## src/rtl/pr_bus_arbiter.sv

```systemverilog
// rtl/pr_bus_arbiter.sv - two-master round-robin arbiter and access sequencer for the timer window
// One transaction at a time: IDLE grants and decodes, ACCESS waits and strobes, RESP acks.
module pr_bus_arbiter #(
  parameter logic [31:0] DEV0_BASE   = 32'h00007f00,
  parameter logic [31:0] DEV1_BASE   = 32'h00007f10,
  parameter int unsigned WAIT_CYCLES = 1
) (
  input  logic        clk,
  input  logic        reset,
  input  logic        m0_req,
  input  logic        m0_we,
  input  logic [29:0] m0_addr,
  input  logic [31:0] m0_wdata,
  output logic        m0_ack,
  output logic        m0_err,
  output logic [31:0] m0_rdata,
  input  logic        m1_req,
  input  logic        m1_we,
  input  logic [29:0] m1_addr,
  input  logic [31:0] m1_wdata,
  output logic        m1_ack,
  output logic        m1_err,
  output logic [31:0] m1_rdata,
  output logic [1:0]  dev_addr,
  output logic [31:0] dev_wdata,
  output logic        dev0_we,
  output logic        dev1_we,
  input  logic [31:0] dev0_rdata,
  input  logic [31:0] dev1_rdata
);

  typedef enum logic [1:0] {IDLE, ACCESS, RESP} state_t;

  localparam logic [3:0] WAIT_LOAD = 4'(WAIT_CYCLES - 1);

  state_t      state;
  logic [3:0]  cnt;
  logic        last;
  logic        gnt;
  logic        l_we;
  logic        l_sel;
  logic [1:0]  l_off;
  logic [31:0] l_wdata;
  logic [31:0] rdata_r;
  logic        err_r;

  logic        pick;
  logic        s_we;
  logic [29:0] s_addr;
  logic [31:0] s_wdata;
  logic [29:0] woff0;
  logic [29:0] woff1;
  logic        hit0;
  logic        hit1;
  logic        s_sel;
  logic [1:0]  s_off;
  logic        s_legal;

  // Word offsets from each base; unsigned wrap makes below-base addresses miss.
  always_comb begin
    pick    = (m0_req && m1_req) ? ~last : m1_req;
    s_we    = pick ? m1_we : m0_we;
    s_addr  = pick ? m1_addr : m0_addr;
    s_wdata = pick ? m1_wdata : m0_wdata;
    woff0   = s_addr - DEV0_BASE[31:2];
    woff1   = s_addr - DEV1_BASE[31:2];
    hit0    = woff0 < 30'd3;
    hit1    = woff1 < 30'd3;
    s_sel   = !hit0;
    s_off   = hit0 ? woff0[1:0] : woff1[1:0];
    s_legal = (hit0 || hit1) && !(s_we && s_off == 2'd2);
  end

  always_ff @(posedge clk or negedge reset) begin
    if (!reset) begin
      state   <= IDLE;
      cnt     <= 4'd0;
      last    <= 1'b1;
      gnt     <= 1'b0;
      l_we    <= 1'b0;
      l_sel   <= 1'b0;
      l_off   <= 2'd0;
      l_wdata <= 32'd0;
      rdata_r <= 32'd0;
      err_r   <= 1'b0;
    end else begin
      case (state)
        IDLE: begin
          if (m0_req || m1_req) begin
            gnt     <= pick;
            l_we    <= s_we;
            l_sel   <= s_sel;
            l_off   <= s_off;
            l_wdata <= s_wdata;
            rdata_r <= 32'd0;
            if (s_legal) begin
              err_r <= 1'b0;
              cnt   <= WAIT_LOAD;
              state <= ACCESS;
            end else begin
              err_r <= 1'b1;
              state <= RESP;
            end
          end
        end
        ACCESS: begin
          if (cnt == 4'd0) begin
            if (!l_we) rdata_r <= l_sel ? dev1_rdata : dev0_rdata;
            state <= RESP;
          end else begin
            cnt <= cnt - 4'd1;
          end
        end
        RESP: begin
          last  <= gnt;
          state <= IDLE;
        end
        default: state <= IDLE;
      endcase
    end
  end

  logic final_access;
  assign final_access = (state == ACCESS) && (cnt == 4'd0);

  assign dev0_we   = final_access && l_we && !l_sel;
  assign dev1_we   = final_access && l_we && l_sel;
  assign dev_addr  = l_off;
  assign dev_wdata = l_wdata;

  assign m0_ack   = (state == RESP) && !gnt;
  assign m1_ack   = (state == RESP) && gnt;
  assign m0_err   = m0_ack && err_r;
  assign m1_err   = m1_ack && err_r;
  assign m0_rdata = m0_ack ? rdata_r : 32'd0;
  assign m1_rdata = m1_ack ? rdata_r : 32'd0;

endmodule

```

## config.mk

```make
export PLATFORM = sky130hd
export DESIGN_NAME = pr_bus_arbiter
export DESIGN_NICKNAME = d
export VERILOG_FILES = /design/src/rtl/pr_bus_arbiter.sv
export SDC_FILE = /design/constraint.sdc
export NUM_CORES = 1
export LEC_CHECK = 0
export CAP_MARGIN = 25
export CORE_MARGIN = 2
export CORE_UTILIZATION = 40
export DETAILED_ROUTE_END_ITERATION = 8
export DONT_BUFFER_PORTS = 1
export GPL_TIMING_DRIVEN = 1
export SLEW_MARGIN = 20
export SYNTH_ARGS = -nofsm -noshare
export SYNTH_HDL_FRONTEND = slang
export SYNTH_SLANG_ARGS = --single-unit
export TNS_END_PERCENT = 50
```

## constraint.sdc

```tcl
create_clock -name clk -period 3.2 [get_ports clk]
set_input_delay 0.96 -clock clk [delete_from_list [all_inputs] [get_ports clk]]
set_output_delay 0.96 -clock clk [all_outputs]
set_load 0.1 [all_outputs]
```

[Yosys cells after proc, flatten, opt, wreduce, memory -nomap -nowiden]
Cells that the tools add are included.
Word-level totals
  bits in registers: 77
  bits in latches: 0
  memory bits (writable): 0
  memory bits (read-only): 0
  input bits: 194
  output and inout bits: 104
  logic and storage cells: 69
  memories kept: 0
Cells by class
  add/sub/neg operators: 3
  multipliers: 0
  divide/modulo/power cells: 0
  magnitude comparators: 2
  equal/unequal tests: 8
  shifts and indexed selects: 0
  multiplexer cells: 21
  bitwise operators: 1
  reductions and logical operators: 24
Operators with widths (count)
  $mux 32: 7
  $pmux 32 s2: 1
  $lt 30x2->1 const B: 2
  $sub 30x13->30 const B: 2
  $mux 30: 1
  $mux 4: 3
  $logic_and 1x1->1: 11
  $ne 2x2->1 const B: 5
  $mux 2: 4
  $pmux 4 s2: 1
  $reduce_and 4->1: 2
  $eq 2x2->1 const B: 2
  $logic_not 1->1: 4
  $logic_not 4->1: 1
  $pmux 2 s2: 1
  $reduce_and 2->1: 2
  $sub 4x1->4 const B: 1
  $mux 1: 3
  $eq 2x1->1 const B: 1
  $logic_not 2->1: 1
  $logic_or 1x1->1: 2
  $reduce_bool 2->1: 1
  $not 1->1: 1

[Logic depth before layout (Yosys ltp)]
Gate-level depths: netlist of run 1.
  depth in word-level cells: 13
  mapped depth: 11
  gate-level depth less buffers: 9

[Least setup slack after synthesis of run 1]
OpenSTA, ideal clock, no wires.
  path kind: register to output
  start: register state[0]
  end: output port m1_rdata[23]
  arrival: 2.713 ns
  required time: 2.240 ns
  path slack: -0.473 ns
  stages on the path, launching flop included: 5
  path buffers: 1
  path through: dfrtp_1 > nand2b_1 > nor2_1 > clkbuf_1 > and2_1
On the way
  longest elaborated chain between the ends: 3
RTL lines
  from (decl): line 36  | state_t state;
  from (signal assigned): line 76  | state <= IDLE;
  from (signal assigned): line 99  | state <= ACCESS;
  from (signal assigned): line 102  | state <= RESP;
  $eq 2x2->1: line 132  | assign m1_ack = (state == RESP) && gnt;
  $logic_and 1x1->1: line 132
  named net m1_ack: line 21  | output logic m1_ack,
  $mux 32: line 136  | assign m1_rdata = m1_ack ? rdata_r : 32'd0;
  to (decl): line 23  | output logic [31:0] m1_rdata,
The timed path passes the listed nets, and every way through them passes these cells.

[Worst setup path after layout of run 1]
  start: register state[0]
  end: output port m0_rdata[4]
On the way
  longest elaborated chain between the ends: 3
RTL lines
  $eq 2x2->1: line 131  | assign m0_ack = (state == RESP) && !gnt;
  $logic_and 1x1->1: line 131
  $mux 32: line 135  | assign m0_rdata = m0_ack ? rdata_r : 32'd0;
  to (decl): line 16  | output logic [31:0] m0_rdata,
No other way between the ends.

==> impl.org, run 1 <==
** STA
- Number of max-slew violations in the final report :: 0
- On the final layout, the worst clock skew is 0.0107 ns.
- Hold violation total from the final report :: 0
- Setup repair after global routing could not meet its margin everywhere.
- Timing would allow up to 325 MHz.
- Measured against its own limit, the worst slew margin works out to 0.378.
- Count of final setup violators :: 0
- For the finished layout, the period the worst path requires is 3.08 ns.
- Sum Neg Setup Slack :: 0 ns
- Period utilisation layout :: 0.961
- For the pin with the worst max-slew slack, the measured transition is 0.933 ns.
- Across all setup checks in the final design, the least slack found is 0.124 ns.
- On the final layout, the worst hold slack is approximately 0.32 ns.

** Logic synthesis
- Counting flops with a built-in enable in the synthesized netlist gives 0.
- Among all flip-flop cells after synthesis, the most frequent one is dfrtp_1.
- Largest family of logic cells by synthesized area :: simple AND/OR/NAND/NOR gates
- The Yosys step of the flow raised 0 warnings.
- In the synthesized netlist the async set-or-reset flop fraction comes to 1.00.
- Averaged over all synthesized cells, the footprint is roughly 8.7 um2.
- Synthesized-area fraction occupied by and/or/nand/nor cells :: 0.284
- The share of the Yosys chip area taken by registers is 0.354.
- Xor/xnor cell area share of the yosys netlist :: 0.00321
- Gate Count Post-Synth :: 624
- Netlist cell types :: 68
- The synthesized netlist occupies a cell area of 5450 um2.
- When the netlist entered floorplanning its net count stood at 819.
- Fraction of synthesized area in multiplexers :: 0.152
- Fraction of the mapped netlist area in compound gates :: 0.166
- Of the total synthesized cell area, the portion taken by full adders, half adders and majority gates is 0.00413.
- Flops & latches, synth :: 77

** Die
- The floorplan step set the die height to roughly 120 um.
- Boundary pin count :: 298
- Total die area :: 14600 um2
- Die X-Extent :: 121 um
- For this configuration, the core starts out at a cell density of 0.410.
- After floorplanning, the core was divided into 42 placement rows.
- The total area inside the core boundary comes to about 13000 um2.

** Global route
- Global-route congestion overflow total :: 0
- The number of global-route vias before repair was 4834.
- Entering global routing, the biggest net connects 78 pins.
- Gr usage total :: 0.220
- The initial antenna violation count is 0.
- The first global-routing pass estimated 25100 um of wire.

** Drt
- For this run, the detailed router's first-pass iteration total came to 5.
- Via/cell ratio :: 5.82
- For this block, the initial DRC count from the detailed router was 314.
- Dividing the detail-routed wire length by the instance count gives 19.3 um.
- For this block, the routed nets add up to 16900 um of wire.
- Once detail routing completed, the nets flagged for antenna violations numbered 0.
- The final route contains around 5.1k vias.
- DRC violation count after routing :: 0

** Place
- Buffers placed on the I/O ports in this run total 0.
- Dpl cells :: 857
- After legalization and detailed placement, the total HPWL measured 13100 um.
- The congestion estimate from routability-driven global placement came to 0.869.
- OpenSTA, run right after detailed placement, puts the worst setup slack at -0.127 ns.

** Run status
- The run finished with clean final reports.

** Layout
- FILL cells :: 1250
- Antenna diodes :: 0
- Area Growth Syn to Fin :: 26.5%
- The multi-input combinational cells in the finished layout cover a total of 3370 um2.
- Layout cells sized above 1 :: 0.220
- At the end of the flow, the number of nets in the layout was between 800 and 900.
- The sequential cells in the finished layout cover a total of roughly 1900 um2.
- Non-filler cells in the finished layout :: 873
- For this run, the share of the core covered by cells in the final layout is 0.519.

** Clocking
- Clock buffer count from CTS :: 9
- Maximum root-to-sink buffer count :: 2
- Clk sinks :: between 70 and 80
- After clock tree synthesis, the setup repair step added 0 buffers.
- Clock tree from TritonCTS :: built
- H-Tree Depth :: 3
- CTS placed an instance of clkbuf_16 at the clock tree root.
- The clock reaches the later pin of the worst-skew pair after 0.33 ns.
- Clock slew at reported path FFs :: 0.06 ns

** Critical path
- The worst setup path is captured at a primary output.
- Required time reported for the critical path endpoint :: around 2.2 ns
- Critical path peak fanout :: 33
- Capture point of the worst path :: m0_rdata[4]
- Start-to-end type of the worst setup path :: register to primary output
- The number of cells on the worst reg-to-reg path is 10.
- R2r setup slk :: 0.32 ns
- Worst setup path startpoint :: state[0]
- In this run the critical register-to-register path is launched from last.
- Arrival time at the worst endpoint :: 2.12 ns
- The worst register-to-register path ends at cnt[3].
- Critical Path Source Type :: register

** Worst hold path
- Classification of the worst-slack hold path :: primary input to asynchronous set/reset pin

** Power and ir drop
- Peak supply drop :: 0.365 mV
- In this run the power density over the cells is 505 nW/um2.
- In this run the static leakage power is 3.20 nW.

** Run
- # Max-Cap Violations :: 0
## logic make-up (layout without fill, tap and decap cells)
group / after synthesis / after routing
adders and majority gates: 2 / 2
buffers and inverters: 50 / 122
xor gates and xnor gates: 2 / 2
DFF: 77 / 77
and+or+nand+nor: 283 / 284
muxes: 82 / 82
AOI/OAI and AO/OA: 128 / 128
## critical path: stages, from the launching register on
cell and delay (ns):
dfrtp_1 0.44, nand2b_1 0.28, buf_4 0.22, nor2_4 0.07, buf_4 0.28, and2_1 0.19, buf_4 0.29
## Yosys cell counts (all sizes together) (5+ instances only)
master	number	share of area
clkbuf	31	0.021
or4	7	0.012
a21oi	9	0.0089
o21ai	42	0.039
nor3	14	0.013
o31ai	35	0.048
nand2	101	0.070
buf	14	0.013
nor2	13	0.0089
inv	5	0.0034
mux2	5	0.010
nand4	9	0.011
and2	67	0.078
or3	11	0.013
nand3	13	0.012
dfrtp	76	0.35
mux2i	77	0.14
nor4	19	0.025
## stage by stage
| step | area [um2] | total power, W |
|---|---|---|
| floorplan | 5460 | 0.00223 |
| global placement | 6570 | 0.00241 |
| detailed placement | 6570 | 0.00242 |
| CTS | 6880 | 0.00351 |
| global route | 6900 | 0.00363 |
| finish | 6900 | 0.00349 |
## where the power goes
| part | leakage [nW] | internal [W] | switching, W |
|---|---|---|---|
| clock | 0.156 | 0.000680 | 0.000400 |
| combinational | 2.07 | 0.000222 | 0.000360 |
| sequential | 0.975 | 0.00106 | 0.000762 |
| total | 3.20 | 0.00196 | 0.00152 |
## sequential cells by signal, indices dropped and copies added, names as in the netlist
name       cells
last           1
l_sel          1
state          2
l_we           1
gnt            1
rdata_r       32
dev_wdata     32
cnt            4
err_r          1
dev_addr       2
## repair_timing
item | 4_1_cts | 5_1_grt
hold buffers | 0 | 0
setup endpoints to repair | 0 | 6
resized for setup | 0 | 2
## cell usage in the layout, fill, tap and decap left out, types with 12 or more instances in the layout
cell,instances
o21ai_0,39
nand3_1,13
nor4_1,15
o31ai_1,35
dfrtp_1,75
buf_4,81
and2_1,65
mux2i_1,77
nand2_1,100
buf_12,19
nor3_1,12
## layout make-up
class                      count  share of cell area
clock buffer                   9              0.0327
clock inverter                 6              0.0127
multi-input combinational    498               0.489
sequential                    77               0.280
inverter                       5             0.00272
timing repair buffer         102               0.151
tap                          176              0.0319
## worst min path at each step
stage	startpoint	end	cells after the start	slack (ns)
5_1_grt	reset	rdata_r[18]	0	0.30
2_1_floorplan	rdata_r[0]	rdata_r[0]	2	0.45
4_1_cts	reset	rdata_r[18]	0	0.30
3_3_place_gp	rdata_r[11]	rdata_r[11]	2	0.47
3_5_place_dp	rdata_r[18]	rdata_r[18]	2	0.47
6_report	reset	rdata_r[18]	0	0.32
## layer usage
layer / part of all wire / global-route usage / vias to the layer above
met3: 0.077 / 0.0486 / 15
met1: 0.39 / 0.265 / 2353
met4: 0.013 / 0.0574 / 0
li1: - / - / 2441
met2: 0.52 / 0.395 / 273
met5: 0 / 0 / -
(Power assumes the default switching activity.)
==> inputs of run 2 (changes only) <==
- ABC_AREA: not set -> 1
- clock period: 3.2 -> 2.8 ns (I/O delays scaled with it)
==> impl.org, run 2 <==
** Place
- Post-DP HPWL :: 16300 um (+25%)
- Placer's final routability congestion estimate :: 0.942 (+8.5%)
- The count of port buffers added during placement is 0 (unchanged).
- Pre-CTS setup slack :: -0.297 ns (-0.170 ns)
- The placed instance area came to 8700 um2 (+32%).

** Logic synthesis
- Most instantiated library cell after synthesis :: nand2_1
- The post-synthesis instance area was 5860 um2 (+7.5%).
- Number of warnings issued by yosys :: 0 (unchanged)
- Largest area contributor in the synthesized netlist :: dfrtp_1
- Netlist cell types :: 37 (-46%)
- The sequential fraction of the synthesis area was 0.329 (-0.0247).
- Commonest cells post-synth :: nand2_1, nor2_1, o21ai_0
- The count of flip-flops with a built-in enable after synthesis was 0 (unchanged).
- Post-Synthesis Mean Instance Area :: 6.24 um2 (-29%)
- Synth Net Count :: 1135 (+39%)
- The post-synthesis cell count was 940 (+51%).
- The area share of the leading cell type in the synthesized netlist is 0.324 (-0.0243).
- The post-synthesis async set-or-reset flop share came to 1.00 (unchanged).
- After synthesis, the cell types taking the most area are dfrtp_1, nand2_1, nor2_1.
- The number of flip-flops and latches in the synthesized netlist is 77 (unchanged).
- In the synthesized netlist the dominant register cell turns out to be dfrtp_1.

** Critical path
- The required time of the worst setup path was 3.02 ns (+0.78 ns).
- Critical path peak fanout :: 8 (-76%)
- Reg2Reg Capture Point :: cnt[0]
- The arrival time reported for the critical path endpoint was 3.04 ns (+0.92 ns).
- The number of cells on the worst reg-to-reg path was 21 (+11).
- Reg-to-reg startpoint :: last
- In this run the worst setup path begins at last.
- The critical path is of the register to register type.
- Following the worst setup path forward leads to its endpoint at cnt[0].
- Critical Path Source Type :: register
- STA classifies the critical path endpoint as a register.
- The minimum setup slack among reg-to-reg paths was -0.01 ns (-0.33 ns).

** Clocking
- The worst-case clock buffer depth is 2 (unchanged).
- The cell sitting at the root of the clock tree is a clkbuf_16.
- Clock buffer count from CTS :: 9 (unchanged)
- TritonCTS built the clock tree.
- Clk_lat worst skew :: 0.34 ns (about the same)
- H-Tree Depth :: 3 (unchanged)
- The clock-pin slew on the worst setup and hold paths is 0.07 ns (about the same).
- The CTS sink count was 77 (unchanged).

** Die
- Initial Utilization :: 0.406 (-0.00372)
- The I/O pin total is 298 (unchanged).
- The horizontal die dimension was 125 um (+3.6%).
- Total die area :: 15600 um2 (+7.2%)
- The placeable core region was 14400 um2 (+8.5%).
- The number of cell rows was 44 (+4.8%).
- Vert. Die Dim :: 125 um (+3.6%)

** Global route
- Initial antenna violation count :: 1 (+1)
- The total overflow reported by the global router came to 0 (unchanged).
- The maximum number of pins on one net before global-route repair is 78 (unchanged).
- Gr usage total :: 0.260 (+0.0403)
- The number of global-route vias before repair is 6156 (+27%).
- The global-route wire length before repair is 32900 um (+31%).

** STA
- Of the available clock period, the critical path in the final layout requires 1.00.
- Worst-case clock skew :: 0.00838 ns (-0.00231 ns)
- The number of hold violations in the final report was 0 (unchanged).
- For the finished layout, the period the worst path requires is 2.81 ns.
- The setup slack of the critical path after layout came to -0.0132 ns (-0.137 ns).
- Based on the critical path, the design can be clocked at up to 355 MHz.
- The total of endpoints with negative setup slack in the final report was 2 (+2).
- The final count of pins violating max slew was 0 (unchanged).
- Setup repair after global routing could not meet its margin everywhere.
- The transition at the pin with the smallest max-transition slack came to 0.889 ns (-0.0432 ns).
- Max-slew headroom at the worst pin :: 0.407 (+0.0288)

** Layout
- Number of nets in the finished design :: 1304 (+47%)
- Design Area, Final :: 9630 um2 (+40%)
- From synthesis to final layout, the design area changed by 64.3%.
- In the layout the commonest cells are nand2_1, nor2_1, buf_4.
- Layout cells sized above 1 :: 0.355 (+0.136)
- Most common cell after layout, fill and taps aside :: nand2_1

** Power and ir drop
- Leakage power figure :: 4.28 nW (+34%)
- Overall power :: 0.0103 W (+200%)
- Peak supply drop :: 0.733 mV (+100%)
- Power density normalized to cell area :: 1070 nW/um2 (+110%)

** Drt
- The number of DRC markers after the initial detailed-route iteration is 378 (+20%).
- The number of routed nets with antenna violations was 0 (unchanged).
- Average routed wire per standard cell :: 16.9 um (-13%)
- The total wire length after detailed routing is 21900 um (+30%).
- The DRC violation count after routing was 0 (unchanged).
- The total iterations of the first detailed-routing run was 5 (unchanged).
- The total via count in the routed design was 6807 (+34%).
- The via-per-instance ratio is 5.24 (-10%).

** Run status
- The flow ran to the end, but the final reports show violations.
- The checks that failed: negative setup slack.

** Worst hold path
- The worst hold path belongs to the class primary input to asynchronous set/reset pin.

** Run
- The max-cap violation count came to 0 (unchanged).
run 2: cells by family after synthesis:
kind of cell	Yosys count	synth area share
flops	77	0.329
compound gates	143	0.138
xor+xnor	6	0.00896
fa+ha+maj	1	0.00213
simple gates	563	0.415
buf+inv	150	0.107
run 2: per-layer routing:
| metal | global-route usage | vias up | part of all wire |
|---|---|---|---|
| li1 | - | 3310 | - |
| met1 | 0.334 | 3173 | 0.41 |
| met2 | 0.443 | 283 | 0.50 |
| met3 | 0.0496 | 41 | 0.064 |
| met4 | 0.0869 | 0 | 0.029 |
| met5 | 0 | - | 0 |
run 2: per-stage QoR:
stage	std cells	setup TNS (ns)	hold slack [ns]	utilization
after global placement	1264	-2.24	0.468	0.603
after CTS	1281	0	0.179	0.630
after detailed placement	1264	-1.93	0.478	0.603
after floorplan	940	-5.21	0.455	-
after global routing	1299	-0.783	0.184	0.668
final	1299	-0.0220	0.201	0.668
run 2: final cells by class:
class | count | area (um2)
fill | 1217 | 4790
multi-input combinational | 713 | 4100
antenna | 1 | 2.50
sequential | 77 | 1930
timing repair buffer | 207 | 2650
clock buffer | 10 | 239
inverter | 101 | 387
tap | 184 | 230
clock inverter | 6 | 93.8
run 2: worst max-delay path, stage by stage (launching register included):
cell and delay [ns]:
dfstp_2 0.62, nand2_8 0.11, nand2_8 0.13, buf_12 0.14, nand2_2 0.06, nand2_4 0.07
buf_6 0.09, nand3_1 0.09, nor2_2 0.16, buf_4 0.13, nand2_1 0.05, xor2_1 0.14
nor2_1 0.13, nand3_1 0.10, nor2_1 0.11, nand3_1 0.08, nand2_1 0.07, nand2_2 0.07
nand2_4 0.10, nand2_4 0.08, nand2_2 0.11, nand2_2 0.04
run 2: repair_timing:
item | in CTS | in global routing
gates resized for setup | 6 | 84
pin swaps | 3 | 27
hold buffers | 0 | 0
cloned | 1 | 6
setup buffers | 0 | 10
endpoints found under the setup margin | 6 | 32
run 2: how the worst min path moves through the flow:
stage	endpoint	cells past startpoint	slack, ns	start
2_1_floorplan	last	2	0.45	last
3_3_place_gp	dev_wdata[24]	2	0.47	dev_wdata[24]
3_5_place_dp	dev_wdata[19]	2	0.48	dev_wdata[19]
4_1_cts	rdata_r[7]	0	0.18	reset
5_1_grt	rdata_r[7]	0	0.18	reset
6_report	rdata_r[13]	0	0.20	reset
run 2: power by group:
| part | switching [W] | internal (W) |
|---|---|---|
| registers | 0.000257 | 0.00162 |
| logic | 0.00529 | 0.00187 |
| clock network | 0.000487 | 0.000811 |
==> inputs of run 3 (changes only) <==
- ABC_AREA: 1 -> not set
- GPL_TIMING_DRIVEN: 1 -> not set
==> impl.org, run 3 (synthesis results as in run 1) <==
** Run
- # Max-Cap Violations :: 0 (unchanged)

** Drt
- The via-per-instance ratio was 5.74 (+9.6%).
- DRC violation count after routing :: 0 (unchanged)
- The number of DRC markers after the initial detailed-route iteration is 406 (+7.4%).
- Antenna Nets Post-Route :: 0 (unchanged)
- The routed length per placed instance is 19.6 um (+16%).
- Via count :: 5345 (-21%)
- Number of search-and-repair iterations in the first detailed-routing pass :: 7 (+2)
- Routed wire length :: 18300 um (-17%)

** STA
- Setup repair after global routing missed its margin :: true
- Hold violation total from the final report :: 0 (unchanged)
- The achievable frequency came to 348 MHz (-2.1%).
- The portion of the clock cycle consumed by the worst path in the final layout came to 1.03 (+0.0211).
- The minimum clock period after layout came to 2.87 ns (+0.0592 ns).
- The setup clock skew after layout is 0.00617 ns (-0.00220 ns).
- The max-slew headroom at the worst pin is 0.597 (+0.190).
- The setup slack of the critical path after layout is -0.0724 ns (-0.0592 ns).
- Worst slew pin tran :: 0.605 ns (-0.285 ns)
- Count of final setup violators :: 3 (+1)
- Number of max-slew violations in the final report :: 0 (unchanged)

** Global route
- Gr usage total :: 0.248 (-0.0121)
- First-pass GRT wire length :: 28500 um (-13%)
- Initial antenna violation count :: 0 (-1)
- The number of global-route vias before repair came to 5524 (-10%).
- The maximum number of pins on one net before global-route repair was 78 (unchanged).
- Global-route congestion overflow total :: 0 (unchanged)

** Critical path
- The number of buffers and inverters on the critical path came to 0 (-3).
- Longest individual stage delay on the worst path :: 0.53 ns (-0.09 ns)
- Start-to-end type of the worst setup path :: primary input to register
- STA classifies the critical path startpoint as a primary input.
- The arrival time reported for the critical path endpoint came to 3.09 ns (+0.05 ns).
- Critical path peak fanout :: 5 (-3)
- Capturing element type of the critical path :: register
- Grouping stages by cell kind, the critical path spends the most delay in compound AO/OA/AOI/OAI gates.
- Required time reported for the critical path endpoint :: 3.02 ns (about the same)
- CP max stage cell :: or4_4
- Cell-by-cell trace of the critical path :: or4_4, o311ai_4, nand4_1, a2111oi_4, o2111ai_2, nor4_4, a21oi_4, a31oi_1, o31ai_1

** Layout
- Layout cells sized above 1 :: 0.317 (-0.0389)
- Flip-flop and latch area :: 1930 um2 (about the same)
- Area Growth Syn to Fin :: 46.5%
- The number of nets at the end of the flow was 945 (-28%).
- The library cells used most frequently in the layout, excluding fill and tap cells, are nand2_1, buf_4, dfrtp_1.
- FILL cells :: 1166 (-4.2%)
- The fraction of the core area covered by cells at the end of the flow was 0.601 (-0.0670).
- Most common cell after layout, fill and taps aside :: nand2_1
- The final non-filler cell total came to 931 (-28%).
- Antenna diodes :: 0 (-1)
- Area of the multi-input gates :: 3500 um2 (-15%)

** Run status
- The final reports fail on negative setup slack.
- Outcome :: finished with violations

** Die
- Boundary pin count :: 298 (unchanged)
- Core box area :: 13300 um2 (-7.8%)
- Die X-Extent :: 121 um (-3.4%)
- The die height was 121 um (-3.4%).
- The effective utilization at floorplan was 0.410 (+0.00372).
- The area of the die is 14600 um2 (-6.8%).
- The number of cell rows is 42 (-4.5%).

** Clocking
- The tree is rooted in a clkbuf_16.
- The total number of H-tree levels was 3 (unchanged).
- TritonCTS built the clock tree.
- Clk_lat worst skew :: 0.33 ns (about the same)
- The worst-case clock buffer depth is 2 (unchanged).
- Clk sinks :: 77 (unchanged)
- The clock-pin slew on the worst setup and hold paths was 0.06 ns (about the same).
- The number of CTS-inserted buffers came to 9 (unchanged).

** Power and ir drop
- Leakage power figure :: 3.60 nW (-16%)
- Peak supply drop :: 0.646 mV (-12%)
- The ratio of total power to cell area came to 508 nW/um2 (-53%).

** Place
- Dpl cells :: 913 (-28%)
- Post-DP HPWL :: 14600 um (-11%)
- Input/output buffers :: 0 (unchanged)
- The routability-driven placement congestion ratio was 0.902 (-4.3%).

** Worst hold path
- Classification of the worst-slack hold path :: primary input to asynchronous set/reset pin
## run 3: cell types whose count changed in the layout (fill, tap and decap cells not counted), moves of 32 or more
cell	delta
o21ai_0	-65
nand2_2	-41
nor2_1	-121
nand3_1	-40
o211ai_1	-32
inv_1	-87
o31ai_1	+35
mux2i_1	+74
nand2_1	-96
and2_1	+52
nor2_4	-70
## run 3: path summary, 6_finish.rpt
check	end	depth (start not counted)	slack [ns]	from
min in group clk	rdata_r[5]	2	0.49	rdata_r[5]
setup / recovery	cnt[3]	9	-0.07	m0_addr[20]
hold reg to reg	rdata_r[5]	2	0.49	rdata_r[5]
hold / removal	rdata_r[14]	0	0.20	reset
max in group asynchronous	last	0	2.41	reset
setup reg to reg	cnt[3]	10	0.02	last
## run 3: cell type report
class | count | area share
Multi-Input combinational cell | 497 | 0.438
Timing Repair Buffer | 160 | 0.256
Sequential cell | 77 | 0.242
Clock buffer | 11 | 0.0304
Tap cell | 176 | 0.0276
Clock inverter | 5 | 0.00439
Inverter | 5 | 0.00235
## run 3: per-stage QoR
step	TNS [ns]	worst slack, ns	cell area (um2)	total power, W	hold slack [ns]
after floorplan	-3.48	-0.689	5470	0.00255	0.454
after global placement	-2.52	-0.406	7540	0.00295	0.466
after detailed placement	-2.88	-0.466	7540	0.00297	0.472
after CTS	-0.0724	-0.0475	7860	0.00408	0.178
after global routing	-0.599	-0.160	7990	0.00424	0.178
final	-0.160	-0.0724	7990	0.00406	0.200
## run 3: what timing repair did
action                     CTS  global route
hold buffers                 0             0
pin swaps                    2             2
resized for setup            5            23
setup endpoints to repair   37            38
setup buffers                2             0
## run 3: per-layer routing
| layer | GRT usage | share of wire | vias up |
|---|---|---|---|
| met2 | 0.458 | 0.53 | 238 |
| met4 | 0.0494 | 0.015 | 0 |
| met1 | 0.289 | 0.38 | 2544 |
| li1 | - | - | 2544 |
| met5 | 0 | 0 | - |
| met3 | 0.0646 | 0.070 | 19 |
## run 3: power by group
group | internal, W | leakage, nW | switching (W)
clock network | 0.000625 | 0.136 | 0.000446
registers | 0.00123 | 0.975 | 0.0000528
logic | 0.000431 | 2.49 | 0.00127
